--- config.mk ---
export PLATFORM = sky130hd
export DESIGN_NAME = if_mem_ctrl
export DESIGN_NICKNAME = d
export VERILOG_FILES = /design/src/rtl/if_mem_ctrl.sv
export SDC_FILE = /design/constraint.sdc
export NUM_CORES = 1
export LEC_CHECK = 0
export ABC_AREA = 0
export CAP_MARGIN = 25
export CORE_UTILIZATION = 58
export CTS_CLUSTER_DIAMETER = 80
export DETAILED_ROUTE_END_ITERATION = 6
export PLACE_DENSITY_LB_ADDON = 0.08
export SYNTH_ARGS = -nofsm -noshare
export SYNTH_HDL_FRONTEND = slang
export SYNTH_SLANG_ARGS = --single-unit
--- constraint.sdc ---
create_clock -name clk -period 5.83 [get_ports clk]
set_input_delay 1.166 -clock clk [delete_from_list [all_inputs] [get_ports clk]]
set_output_delay 1.166 -clock clk [all_outputs]
set_load 0.03 [all_outputs]
--- src/rtl/if_mem_ctrl.sv ---
// -----------------------------------------------------------------------------
// if_mem_ctrl
//
// Instruction-fetch responder on the memory side of the IF request/done
// handshake. On a request whose PC is not the buffered one, it reads
// INST_BYTES bytes from a byte-wide RAM and assembles them little-endian.
// It holds if_done high for as long as the requested PC matches the PC it
// fetched. It only ever reads the RAM.
//
// Ports:
//   clk         clock
//   rst         synchronous active-high reset
//   if_request  fetch request from the IF stage
//   if_pc       PC of the requested instruction
//   if_done     if_inst is valid for if_pc (combinational hit)
//   if_inst     assembled instruction, zero when if_done is low
//   mem_din     RAM read data: the byte addressed in the previous cycle
//   mem_a       RAM byte address, zero when no read is in progress
//   mem_wr      RAM write enable, tied low
// -----------------------------------------------------------------------------
module if_mem_ctrl #(
   parameter int ADDR_WIDTH = 32,
   parameter int INST_BYTES = 4
) (
   input  logic                  clk,
   input  logic                  rst,
   input  logic                  if_request,
   input  logic [ADDR_WIDTH-1:0] if_pc,
   output logic                  if_done,
   output logic [31:0]           if_inst,
   input  logic [7:0]            mem_din,
   output logic [ADDR_WIDTH-1:0] mem_a,
   output logic                  mem_wr
);

   localparam int CNT_W = $clog2(INST_BYTES + 1);
   localparam int BUF_W = 8 * INST_BYTES;
   localparam logic [CNT_W-1:0] CNT_LAST = CNT_W'(INST_BYTES);

   typedef enum logic {
      IDLE,
      BUSY
   } state_t;

   state_t                  state_reg, state_next;
   logic [CNT_W-1:0]        cnt_reg, cnt_next;
   logic                    valid_reg, valid_next;
   logic [ADDR_WIDTH-1:0]   fetch_pc_reg, fetch_pc_next;
   logic [ADDR_WIDTH-1:0]   tag_pc_reg, tag_pc_next;
   logic [ADDR_WIDTH-1:0]   mem_a_busy;
   logic [BUF_W-1:0]        inst_buf;
   logic [31:0]             inst_word;
   logic                    hit;
   logic                    redirect;
   logic                    capture;

   // The buffered word answers the IF stage only while its PC is requested.
   assign hit      = valid_reg && (tag_pc_reg == if_pc);

   // A request for a different PC while reading abandons the partial word.
   assign redirect = (state_reg == BUSY) && if_request && (if_pc != fetch_pc_reg);

   // mem_din carries the byte addressed one cycle earlier, so byte k of the
   // word arrives when cnt == k+1. A redirecting cycle captures nothing.
   assign capture  = (state_reg == BUSY) && (cnt_reg != '0) && !redirect;

   // ---------------------------------------------------------------------
   // Instruction buffer: one register per byte lane, each loaded in the
   // cycle its byte returns from the RAM.
   // ---------------------------------------------------------------------
   genvar gi;
   generate
      for (gi = 0; gi < INST_BYTES; gi++) begin : g_lane
         logic [7:0] lane_reg;

         always_ff @(posedge clk) begin
            if (rst) begin
               lane_reg <= '0;
            end else if (capture && (cnt_reg == CNT_W'(gi + 1))) begin
               lane_reg <= mem_din;
            end
         end

         assign inst_buf[8*gi +: 8] = lane_reg;
      end

      if (BUF_W >= 32) begin : g_word_trunc
         assign inst_word = inst_buf[31:0];
      end else begin : g_word_pad
         assign inst_word = {{(32 - BUF_W){1'b0}}, inst_buf};
      end
   endgenerate

   // ---------------------------------------------------------------------
   // Control state
   // ---------------------------------------------------------------------
   always_ff @(posedge clk) begin
      if (rst) begin
         state_reg    <= IDLE;
         cnt_reg      <= '0;
         valid_reg    <= 1'b0;
         fetch_pc_reg <= '0;
         tag_pc_reg   <= '0;
      end else begin
         state_reg    <= state_next;
         cnt_reg      <= cnt_next;
         valid_reg    <= valid_next;
         fetch_pc_reg <= fetch_pc_next;
         tag_pc_reg   <= tag_pc_next;
      end
   end

   always_comb begin
      state_next    = state_reg;
      cnt_next      = cnt_reg;
      valid_next    = valid_reg;
      fetch_pc_next = fetch_pc_reg;
      tag_pc_next   = tag_pc_reg;
      mem_a_busy    = '0;

      case (state_reg)
         IDLE: begin
            if (if_request && !hit) begin
               // Miss: the old word is no longer trusted once a new read starts.
               fetch_pc_next = if_pc;
               cnt_next      = '0;
               valid_next    = 1'b0;
               state_next    = BUSY;
            end
         end

         BUSY: begin
            // Address arithmetic wraps at the top of the address space.
            if (cnt_reg < CNT_LAST) begin
               mem_a_busy = fetch_pc_reg + ADDR_WIDTH'(cnt_reg);
            end

            if (redirect) begin
               // Restart for the new PC; this also wins over completion,
               // so an abandoned word never becomes valid.
               fetch_pc_next = if_pc;
               cnt_next      = '0;
            end else if (cnt_reg == CNT_LAST) begin
               // Last byte is captured this cycle by the lane registers.
               valid_next  = 1'b1;
               tag_pc_next = fetch_pc_reg;
               cnt_next    = '0;
               state_next  = IDLE;
            end else begin
               cnt_next = cnt_reg + CNT_W'(1);
            end
         end

         default: begin
            state_next = IDLE;
         end
      endcase
   end

   // ---------------------------------------------------------------------
   // Outputs: all quiet while reset is asserted.
   // ---------------------------------------------------------------------
   assign if_done = if_request && hit && !rst;
   assign if_inst = if_done ? inst_word : 32'd0;
   assign mem_a   = rst ? '0 : mem_a_busy;
   assign mem_wr  = 1'b0;

endmodule
After elaboration in Yosys (flattened, before gate mapping)
Cells that the tools add are included.
{"block": "op_classes", "addsub": 2, "magnitude_cmp": 1, "eq_ne": 10, "muxes": 19, "bitwise_logic": 2, "reduce_logical": 19}
{"cell": "$mux W32", "count": 6}
{"cell": "$pmux W32 S2", "count": 1}
{"cell": "$add A32 B3 Y32", "count": 1}
{"cell": "$eq A32 B32 Y1", "count": 1}
{"cell": "$ne A32 B32 Y1", "count": 1}
{"cell": "$logic_and A1 B1 Y1", "count": 12}
{"cell": "$mux W3", "count": 3}
{"cell": "$eq A3 B2 Y1 const B", "count": 2}
{"cell": "$mux W1", "count": 6}
{"cell": "$pmux W3 S2", "count": 1}
{"cell": "$reduce_and A3 Y1", "count": 2}
{"cell": "$ne A2 B1 Y1 const B", "count": 2}
{"cell": "$ne A2 B2 Y1 const B", "count": 2}
{"cell": "$pmux W1 S2", "count": 2}
{"cell": "$add A3 B1 Y3 const B", "count": 1}
{"cell": "$eq A3 B1 Y1 const B", "count": 1}
{"cell": "$eq A3 B3 Y1 const B", "count": 1}
{"cell": "$logic_not A1 Y1", "count": 3}
{"cell": "$lt A3 B3 Y1 const B", "count": 1}
{"cell": "$reduce_bool A3 Y1", "count": 1}
{"cell": "$not A1 Y1", "count": 2}
{"cell": "$reduce_and A2 Y1", "count": 1}
{"block": "totals", "register_bits": 101, "in_bits": 43, "output_inout_bits": 66, "wordCells": 62}

Longest topological paths before layout
Gate-level depths: netlist of run 1.
{"block": "logic_depth", "word_depth": 6, "depth_mapped": 9, "mapped_depth_nobuf": 9}

Least setup slack after synthesis of run 1
OpenSTA, ideal clock, no wires.
{"block": "synth_path", "path_kind": "input -> output", "from": "in if_pc[2]", "to": "out if_inst[22]", "t_arrival_ns": 2.751, "t_required_ns": 4.664, "slack_ns": 1.913, "path_stages": 7, "n_path_buf": 1, "cell_sequence": "xnor2_1 > nand4_1 > nor4_1 > nand3_1 > nor3b_2 > buf_2 > and2_1"}
{"block": "synth_between", "elab_chain_len": 5}
{"element": "start: declaration", "line_no": "28", "text": "input logic [ADDR_WIDTH-1:0] if_pc,"}
{"element": "$eq A32 B32 Y1", "line_no": "58", "text": "assign hit = valid_reg && (tag_pc_reg == if_pc);"}
{"element": "$logic_and A1 B1 Y1", "line_no": "58"}
{"element": "$logic_and A1 B1 Y1 (2 in a row)", "line_no": "163", "text": "assign if_done = if_request && hit && !rst;"}
{"element": "named net if_done", "line_no": "29", "text": "output logic if_done,"}
{"element": "$mux W32", "line_no": "164", "text": "assign if_inst = if_done ? inst_word : 32'd0;"}
{"element": "end: declaration", "line_no": "30", "text": "output logic [31:0] if_inst,"}
The timed path passes the listed nets, and every way through them passes these cells.

Final worst setup path of run 1
{"block": "layout_path", "from": "in if_pc[22]", "to": "out if_inst[19]"}
{"block": "layout_between", "elab_chain_len": 5}
{"element": "$eq A32 B32 Y1", "line_no": "58"}
{"element": "$logic_and A1 B1 Y1", "line_no": "58"}
{"element": "$logic_and A1 B1 Y1 (2 in a row)", "line_no": "163"}
{"element": "$mux W32", "line_no": "164"}
No other way between the ends.

==> metrics.log, run 1 <==
INFO  metric run_status = completed
INFO  metric num_vias = 4687
INFO  metric synth.top_cells.by_count = sky130_fd_sc_hd__nand2b_1, sky130_fd_sc_hd__dfxtp_1, sky130_fd_sc_hd__mux2i_1
INFO  metric ys_warn_count = 0
INFO  metric synth.net_count = 704
INFO  metric post-layout-total-power = 1379 uW
INFO  metric clockRootBuffer = sky130_fd_sc_hd__clkbuf_8
INFO  metric critical-path-top-delay-family = buffers and inverters
INFO  metric yosysMostFrequentCell = sky130_fd_sc_hd__nand2b_1
INFO  metric placementRows = 37
INFO  metric syn_to_final_growth = 19.23%
INFO  metric final.setup.tns = 0 ns
INFO  metric crit_path_end_kind = output port
INFO  metric cts-buffers-inserted = 9
INFO  metric cts_resized = 0
INFO  metric ys_seq_elements = 101
INFO  metric preCtsSetupSlack = 0.6470 ns
INFO  metric global_route_wire_length_before_repair = 23190 um
INFO  metric tritoncts = yes
INFO  metric floorplan.die_area = 10950 sq um
INFO  metric worstHoldStart = g_lane[1].lane_reg[2]$_SDFFE_PP0P_
INFO  metric worst_path_cell_chain = clkdlybuf4s50_1 > xnor2_1 > nand4_1 > nor4_1 > nand3_1 > nor3b_2 > buf_4 > and2_1 > clkdlybuf4s50_1
INFO  metric worst-setup-path-type = in -> out
INFO  metric count_of_nets_after_finishing = 782
INFO  metric post-route-cell-area = 7283 sq um
INFO  metric vdd_drop_max = 0.0001374 V
INFO  metric viasPerCell = 5.381
INFO  metric min_period_over_period = 89.25%
INFO  metric worstHoldPathType = reg -> reg
INFO  metric postRouteWirelength = 14380 um
INFO  metric total_grt_usage = 27.10%
INFO  metric asyncSetResetFlopFracSynth = 0%
INFO  metric cts.sink_count = 101
INFO  metric synthesis.area = 6108 sq um
INFO  metric ys_seq_area_share = 33.10%
INFO  metric postPlaceCellArea = 7098 sq um
INFO  metric rr_startpoint = fetch_pc_reg[24]$_SDFFE_PP0P_
INFO  metric finalCriticalPeriod = 5.203 ns
INFO  metric synth.largest_area_cell = sky130_fd_sc_hd__dfxtp_1
INFO  metric power.leakage = 0.002741 uW
INFO  metric timing.hold.worst_path_depth = 2
INFO  metric detail_route.iter0.violations = 191
INFO  metric worst_hold_path.endpoint = g_lane[1].lane_reg[2]$_SDFFE_PP0P_
INFO  metric clock_insertion_delay_worst_skew = 0.38 ns
INFO  metric grt_antenna_before_repair = 0
INFO  metric clock_tree.buffer_depth = 2
INFO  metric synth_edf_count = 0
INFO  metric setup_violations = 0
INFO  metric level_count_of_the_clock_h_tree = 3
INFO  metric max_slew.worst_pin.slew = 1.238 ns
INFO  metric reg2reg_slack = 2.90 ns
INFO  metric ios = 109
INFO  metric postRouteAntennaNets = 0
INFO  metric final_global_route_overflow_total = 0
INFO  metric worst_setup_path_start_kind = primary input
INFO  metric depth_of_the_worst_register_to_register_path = 6
INFO  metric synthesis.area_per_instance = 9.369 sq um
INFO  metric worst_ep_required_time = 4.66 ns
INFO  metric max-slew-margin-rel = 17.47%
INFO  metric worst_setup_hold_path_clk_slew = 0.09 ns
INFO  metric cap_viol_max_count = 0
INFO  metric synth_cells = 652
INFO  metric cpPeakStageDelay = 0.67 ns
INFO  metric timing.critical_path.mode_cell = sky130_fd_sc_hd__clkdlybuf4s50_1
INFO  metric layout.cells.non_filler = 871
INFO  metric cts_hold_buf = 0
INFO  metric die_h = 104.6 um
INFO  metric post_route_cells_drive_above_1_share = 5.034%
INFO  metric gp_congestion = 0.8518
INFO  metric core-area = 10280 sq um
INFO  metric cp.buffers_inverters = 3
INFO  metric final-max-slew-violation-count = 0
INFO  metric hold_violations = 0
INFO  metric grt_pass1_vias = 4719
INFO  metric synth_cell_type_count = 47
INFO  metric crit_path_max_fanout = 33
INFO  metric dieWidth = 104.6 um
INFO  metric route.detailed.drc = 0
INFO  metric synthDominantCellAreaShare = 33.10%
INFO  metric avgRoutedWirePerCell = 16.51 um
INFO  metric grt_max_degree = 145
INFO  metric synth-main-ff-cell = sky130_fd_sc_hd__dfxtp_1
INFO  metric cp_slowest_cell = sky130_fd_sc_hd__clkdlybuf4s50_1
INFO  metric reg2reg_to = fetch_pc_reg[29]$_SDFFE_PP0P_
INFO  metric final.setup_skew = 0.01345 ns
INFO  metric place_inst = 855
INFO  metric initial_core_util = 59.44%
INFO  metric grt_setup_unrepaired = no
INFO  metric crit_arrival = 4.04 ns
INFO  metric antenna_cells = 0
INFO  metric numPortBuffers = 107
INFO  metric synthTopCellsByArea = sky130_fd_sc_hd__dfxtp_1, sky130_fd_sc_hd__mux2i_1, sky130_fd_sc_hd__nand2b_1
INFO  metric cp-startpoint = if_pc[22]
INFO  metric postLayoutSetupSlackWorst = 0.6269 ns
INFO  metric maxClockFrequency = 0.1922 GHz
INFO  metric power_density = 189.3 nW/um^2
INFO  metric drt_pass1_iterations = 5
INFO  metric place.detailed.hpwl = 10440 um
INFO  metric postCtsSetupRepairBufs = 0
## power by group
group / internal (uW) / switching [uW]
Combinational: 107 / 103
Sequential: 708 / 31.5
Clock: 171 / 258
Total: 986 / 393
## per-stage QoR
step,util [%],hold WS (ns)
CTS,70.87,0.4782
finish,70.87,0.4726
global placement,69.07,0.4578
global route,70.87,0.4880
floorplan,-,0.4441
detailed placement,69.07,0.4602
## worst register-to-register path, cell delays in order (launching register included)
cell                       delay [ns]
sky130_fd_sc_hd__dfxtp_1         0.39
sky130_fd_sc_hd__xnor2_1         0.35
sky130_fd_sc_hd__nand4_1         0.20
sky130_fd_sc_hd__nor4_2          0.46
sky130_fd_sc_hd__a21boi_2        0.19
sky130_fd_sc_hd__a22oi_1         0.99
sky130_fd_sc_hd__mux2i_1         0.29
## placed cells by master, fill, tap and decap left out, types with 8 or more instances in the layout
| cell | netlist | layout |
|---|---|---|
| sky130_fd_sc_hd__clkbuf_8 | 0 | 10 |
| sky130_fd_sc_hd__nand4_1 | 25 | 25 |
| sky130_fd_sc_hd__and2_1 | 35 | 35 |
| sky130_fd_sc_hd__clkdlybuf4s50_1 | 0 | 106 |
| sky130_fd_sc_hd__xnor2_1 | 65 | 65 |
| sky130_fd_sc_hd__nor2_1 | 32 | 32 |
| sky130_fd_sc_hd__dfxtp_1 | 101 | 101 |
| sky130_fd_sc_hd__ha_1 | 8 | 8 |
| sky130_fd_sc_hd__mux2i_1 | 96 | 96 |
| sky130_fd_sc_hd__nand2b_1 | 137 | 137 |
| sky130_fd_sc_hd__xor2_1 | 24 | 24 |
| sky130_fd_sc_hd__nand2_1 | 14 | 14 |
## logic make-up (layout without fill, tap and decap cells)
kind of cell / count (synthesis) / in the layout / synth area share (%)
simple gates: 287 / 287 / 28.94
flops: 101 / 101 / 33.10
mux: 96 / 96 / 15.73
xor+xnor: 91 / 91 / 13.29
buf+inv: 50 / 133 / 4.916
compound gates: 17 / 17 / 1.987
fa+ha+maj: 9 / 9 / 1.966
other cells: 1 / 1 / 0.06139
## layout make-up
class	count	area, sq um
clock inverter	6	47.55
multi-input combinational	501	3787
timing repair buffer	111	1096
sequential	101	2022
inverter	6	22.52
tap	136	170.2
fill	815	2994
clock buffer	10	137.6
## layer usage
| layer | up-vias | global-route usage [%] | wire [um] |
|---|---|---|---|
| li1 | 2312 | - | - |
| met1 | 2203 | 31.76 | 6058 |
| met2 | 135 | 47.02 | 7047 |
| met3 | 37 | 4.991 | 728 |
| met4 | 0 | 14.08 | 547 |
| met5 | - | 0 | 0 |
## how the worst max path moves through the flow
| stage | endpoint | cells past startpoint | slack (ns) |
|---|---|---|---|
| 5_1_grt | if_inst[19] | 9 | 0.35 |
| 2_1_floorplan | if_inst[22] | 7 | 1.91 |
| 6_report | if_inst[19] | 9 | 0.63 |
| 3_5_place_dp | if_inst[21] | 9 | 0.65 |
| 3_3_place_gp | if_inst[6] | 9 | 0.69 |
| 4_1_cts | if_inst[21] | 9 | 0.63 |
Note: power is estimated with default switching activity, not from simulation.
==> inputs of run 2 (changes only) <==
- CTS_CLUSTER_DIAMETER: 80 -> unset
==> results of run 2 <==
Final layout, timing and power as in run 1 (identical DEF).
==> inputs of run 3 (changes only) <==
- CORE_UTILIZATION: 58 -> 40
==> run 3 against run 2 <==
  * The flow now finishes with violations (design-rule violations)
  * Hold slack gained 0.0019 ns
  * First-iteration DRC count grew 19%
  * Clock skew shrank 0.0032 ns
  * Critical path depth is the same
  * Register-to-register slack gained 0.06 ns
  * Via count shrank 1.5%
  * Die area grew 44%
  * Cell count grew 5.7%
  * Final area grew 3.1%
  * Core utilization shrank 20 points
  * Critical endpoint is now if_inst[20]
==> metrics.log, run 3 (synthesis results as in run 1) <==
INFO  metric run_status = finished, violations left (was completed)
INFO  metric violations = design-rule violations
INFO  metric cap_viol_max_count = 0 (unchanged)
INFO  metric num_vias = 4615 (was 4687)
INFO  metric numPortBuffers = 107 (unchanged)
INFO  metric placementRows = 44 (was 37)
INFO  metric layout.cells.non_filler = 921 (was 871)
INFO  metric hold_violations = 0 (unchanged)
INFO  metric vdd_drop_max = 0.0001441 V (was 0.0001374 V)
INFO  metric final.setup.tns = 0 ns (unchanged)
INFO  metric postPlaceCellArea = 7164 sq um (was 7098 sq um)
INFO  metric grt_max_degree = 145 (unchanged)
INFO  metric ff_latch_area = 2022 sq um (unchanged)
INFO  metric post-route-cell-area = 7507 sq um (was 7283 sq um)
INFO  metric reg2reg_slack = 2.96 ns (was 2.90 ns)
INFO  metric most_frequent_standard_cell_in_the_layout_excluding_fill_and_tap_cells = sky130_fd_sc_hd__nand2b_1 (unchanged)
INFO  metric route.detailed.drc = 7 (was 0)
INFO  metric min_period_over_period = 92.13% (was 89.25%)
INFO  metric grt_pass1_vias = 4795 (was 4719)
INFO  metric max-slew-margin-rel = 16.75% (was 17.47%)
INFO  metric preCtsSetupSlack = 0.4999 ns (was 0.6470 ns)
INFO  metric post-layout-total-power = 1599 uW (was 1379 uW)
INFO  metric postCtsSetupRepairBufs = 0 (unchanged)
INFO  metric crit_path_max_fanout = 33 (unchanged)
INFO  metric level_count_of_the_clock_h_tree = 3 (unchanged)
INFO  metric ios = 109 (unchanged)
INFO  metric cts-buffers-inserted = 9 (unchanged)
INFO  metric multi_input_area = 3786 sq um (was 3787 sq um)
INFO  metric clockRootBuffer = sky130_fd_sc_hd__clkbuf_16 (was sky130_fd_sc_hd__clkbuf_8)
INFO  metric gp_congestion = 0.7841 (was 0.8518)
INFO  metric floorplan.die_area = 15770 sq um (was 10950 sq um)
INFO  metric max_slew.worst_pin.slew = 1.249 ns (was 1.238 ns)
INFO  metric antenna_cells = 0 (unchanged)
INFO  metric place_inst = 904 (was 855)
INFO  metric final.setup_skew = 0.01023 ns (was 0.01345 ns)
INFO  metric grt_setup_unrepaired = no (unchanged)
INFO  metric postRouteAntennaNets = 0 (unchanged)
INFO  metric maxClockFrequency = 0.1862 GHz (was 0.1922 GHz)
INFO  metric power.leakage = 0.002816 uW (was 0.002741 uW)
INFO  metric final_global_route_overflow_total = 0 (unchanged)
INFO  metric reg2reg_to = fetch_pc_reg[31]$_SDFFE_PP0P_ (was fetch_pc_reg[29]$_SDFFE_PP0P_)
INFO  metric cp-startpoint = if_pc[16] (was if_pc[22])
INFO  metric finalCriticalPeriod = 5.371 ns (was 5.203 ns)
INFO  metric grt_antenna_before_repair = 0 (unchanged)
INFO  metric viasPerCell = 5.011 (was 5.381)
INFO  metric worst_setup_hold_path_clk_slew = 0.08 ns (was 0.09 ns)
INFO  metric worstHoldPathType = reg -> reg (unchanged)
INFO  metric core-area = 14700 sq um (was 10280 sq um)
INFO  metric cts_hold_buf = 0 (unchanged)
INFO  metric place.detailed.hpwl = 11170 um (was 10440 um)
INFO  metric worst_setup_path_start_kind = primary input (unchanged)
INFO  metric most-common-layout-cells = sky130_fd_sc_hd__nand2b_1, sky130_fd_sc_hd__clkdlybuf4s50_1, sky130_fd_sc_hd__dfxtp_1 (unchanged)
INFO  metric worstHoldStart = g_lane[1].lane_reg[6]$_SDFFE_PP0P_ (was g_lane[1].lane_reg[2]$_SDFFE_PP0P_)
INFO  metric final.fill_count = 1392 (was 815)
INFO  metric postRouteWirelength = 15470 um (was 14380 um)
INFO  metric drt_pass1_iterations = 7 (was 5)
INFO  metric postLayoutSetupSlackWorst = 0.4586 ns (was 0.6269 ns)
INFO  metric rr_startpoint = fetch_pc_reg[24]$_SDFFE_PP0P_ (unchanged)
INFO  metric worst_hold_path.endpoint = g_lane[1].lane_reg[6]$_SDFFE_PP0P_ (was g_lane[1].lane_reg[2]$_SDFFE_PP0P_)
INFO  metric initial_core_util = 41.56% (was 59.44%)
INFO  metric count_of_nets_after_finishing = 784 (was 782)
INFO  metric global_route_wire_length_before_repair = 25190 um (was 23190 um)
INFO  metric crit_arrival = 4.21 ns (was 4.04 ns)
INFO  metric dieWidth = 125.6 um (was 104.6 um)
INFO  metric clock_tree.buffer_depth = 2 (unchanged)
INFO  metric power_density = 213.0 nW/um^2 (was 189.3 nW/um^2)
INFO  metric worst_ep_required_time = 4.66 ns (about the same)
INFO  metric clock_insertion_delay_worst_skew = 0.36 ns (was 0.38 ns)
INFO  metric cts_resized = 0 (unchanged)
INFO  metric die_h = 125.6 um (was 104.6 um)
INFO  metric depth_of_the_worst_register_to_register_path = 6 (unchanged)
INFO  metric avgRoutedWirePerCell = 16.80 um (was 16.51 um)
INFO  metric crit_path_end_kind = output port (unchanged)
INFO  metric cts.sink_count = 101 (unchanged)
INFO  metric final-max-slew-violation-count = 0 (unchanged)
INFO  metric setup_violations = 0 (unchanged)
INFO  metric worst-setup-path-type = in -> out (unchanged)
INFO  metric total_grt_usage = 20.52% (was 27.10%)
INFO  metric syn_to_final_growth = 22.90% (was 19.23%)
INFO  metric detail_route.iter0.violations = 227 (was 191)
INFO  metric post_route_cells_drive_above_1_share = 5.156% (was 5.034%)
INFO  metric timing.hold.worst_path_depth = 2 (unchanged)
INFO  metric tritoncts = yes (unchanged)
==> run 3: layout make-up <==
class / instances / area share (%)
well taps: 184 / 3.067
flip-flops and latches: 101 / 26.93
repair buffers: 113 / 15.07
clock buffers: 10 / 3.183
clock inverters: 6 / 1.017
multi-input cells: 501 / 50.43
inverters: 6 / 0.3000
==> run 3: critical path, stage by stage <==
cell	delay, ns
sky130_fd_sc_hd__clkdlybuf4s50_1	0.53
sky130_fd_sc_hd__xnor2_1	0.31
sky130_fd_sc_hd__nand4_1	0.23
sky130_fd_sc_hd__nor4_1	0.32
sky130_fd_sc_hd__nand3_1	0.25
sky130_fd_sc_hd__nor3b_2	0.24
sky130_fd_sc_hd__buf_4	0.29
sky130_fd_sc_hd__and2_1	0.18
sky130_fd_sc_hd__clkdlybuf4s50_1	0.68
==> run 3: power by group <==
part | switching [uW] | internal (uW) | total [uW] | leakage, uW
registers | 32.1 | 708 | 740 | 0.000820
clock network | 291 | 353 | 644 | 0.000156
logic | 106 | 109 | 216 | 0.00184
==> run 3: through the flow <==
stage | hold slack (ns) | util, %
final | 0.4746 | 51.07
after global placement | 0.4592 | 48.74
after floorplan | 0.4441 | -
after CTS | 0.4779 | 50.89
after global routing | 0.5004 | 51.07
after detailed placement | 0.4629 | 48.74
==> run 3: layer usage <==
layer,wire length [um],track usage [%]
met3,594,5.049
met5,0,0
met1,7195,25.69
met2,7457,35.23
met4,222,4.950
==> run 3: worst max-delay path by stage <==
| stage | to | slack [ns] | depth (start not counted) |
|---|---|---|---|
| finish | if_inst[20] | 0.46 | 9 |
| global placement | if_inst[14] | 0.52 | 9 |
| floorplan | if_inst[22] | 1.91 | 7 |
| CTS | if_inst[20] | 0.46 | 9 |
| global route | if_inst[12] | 0.25 | 9 |
| detailed placement | if_inst[10] | 0.50 | 9 |
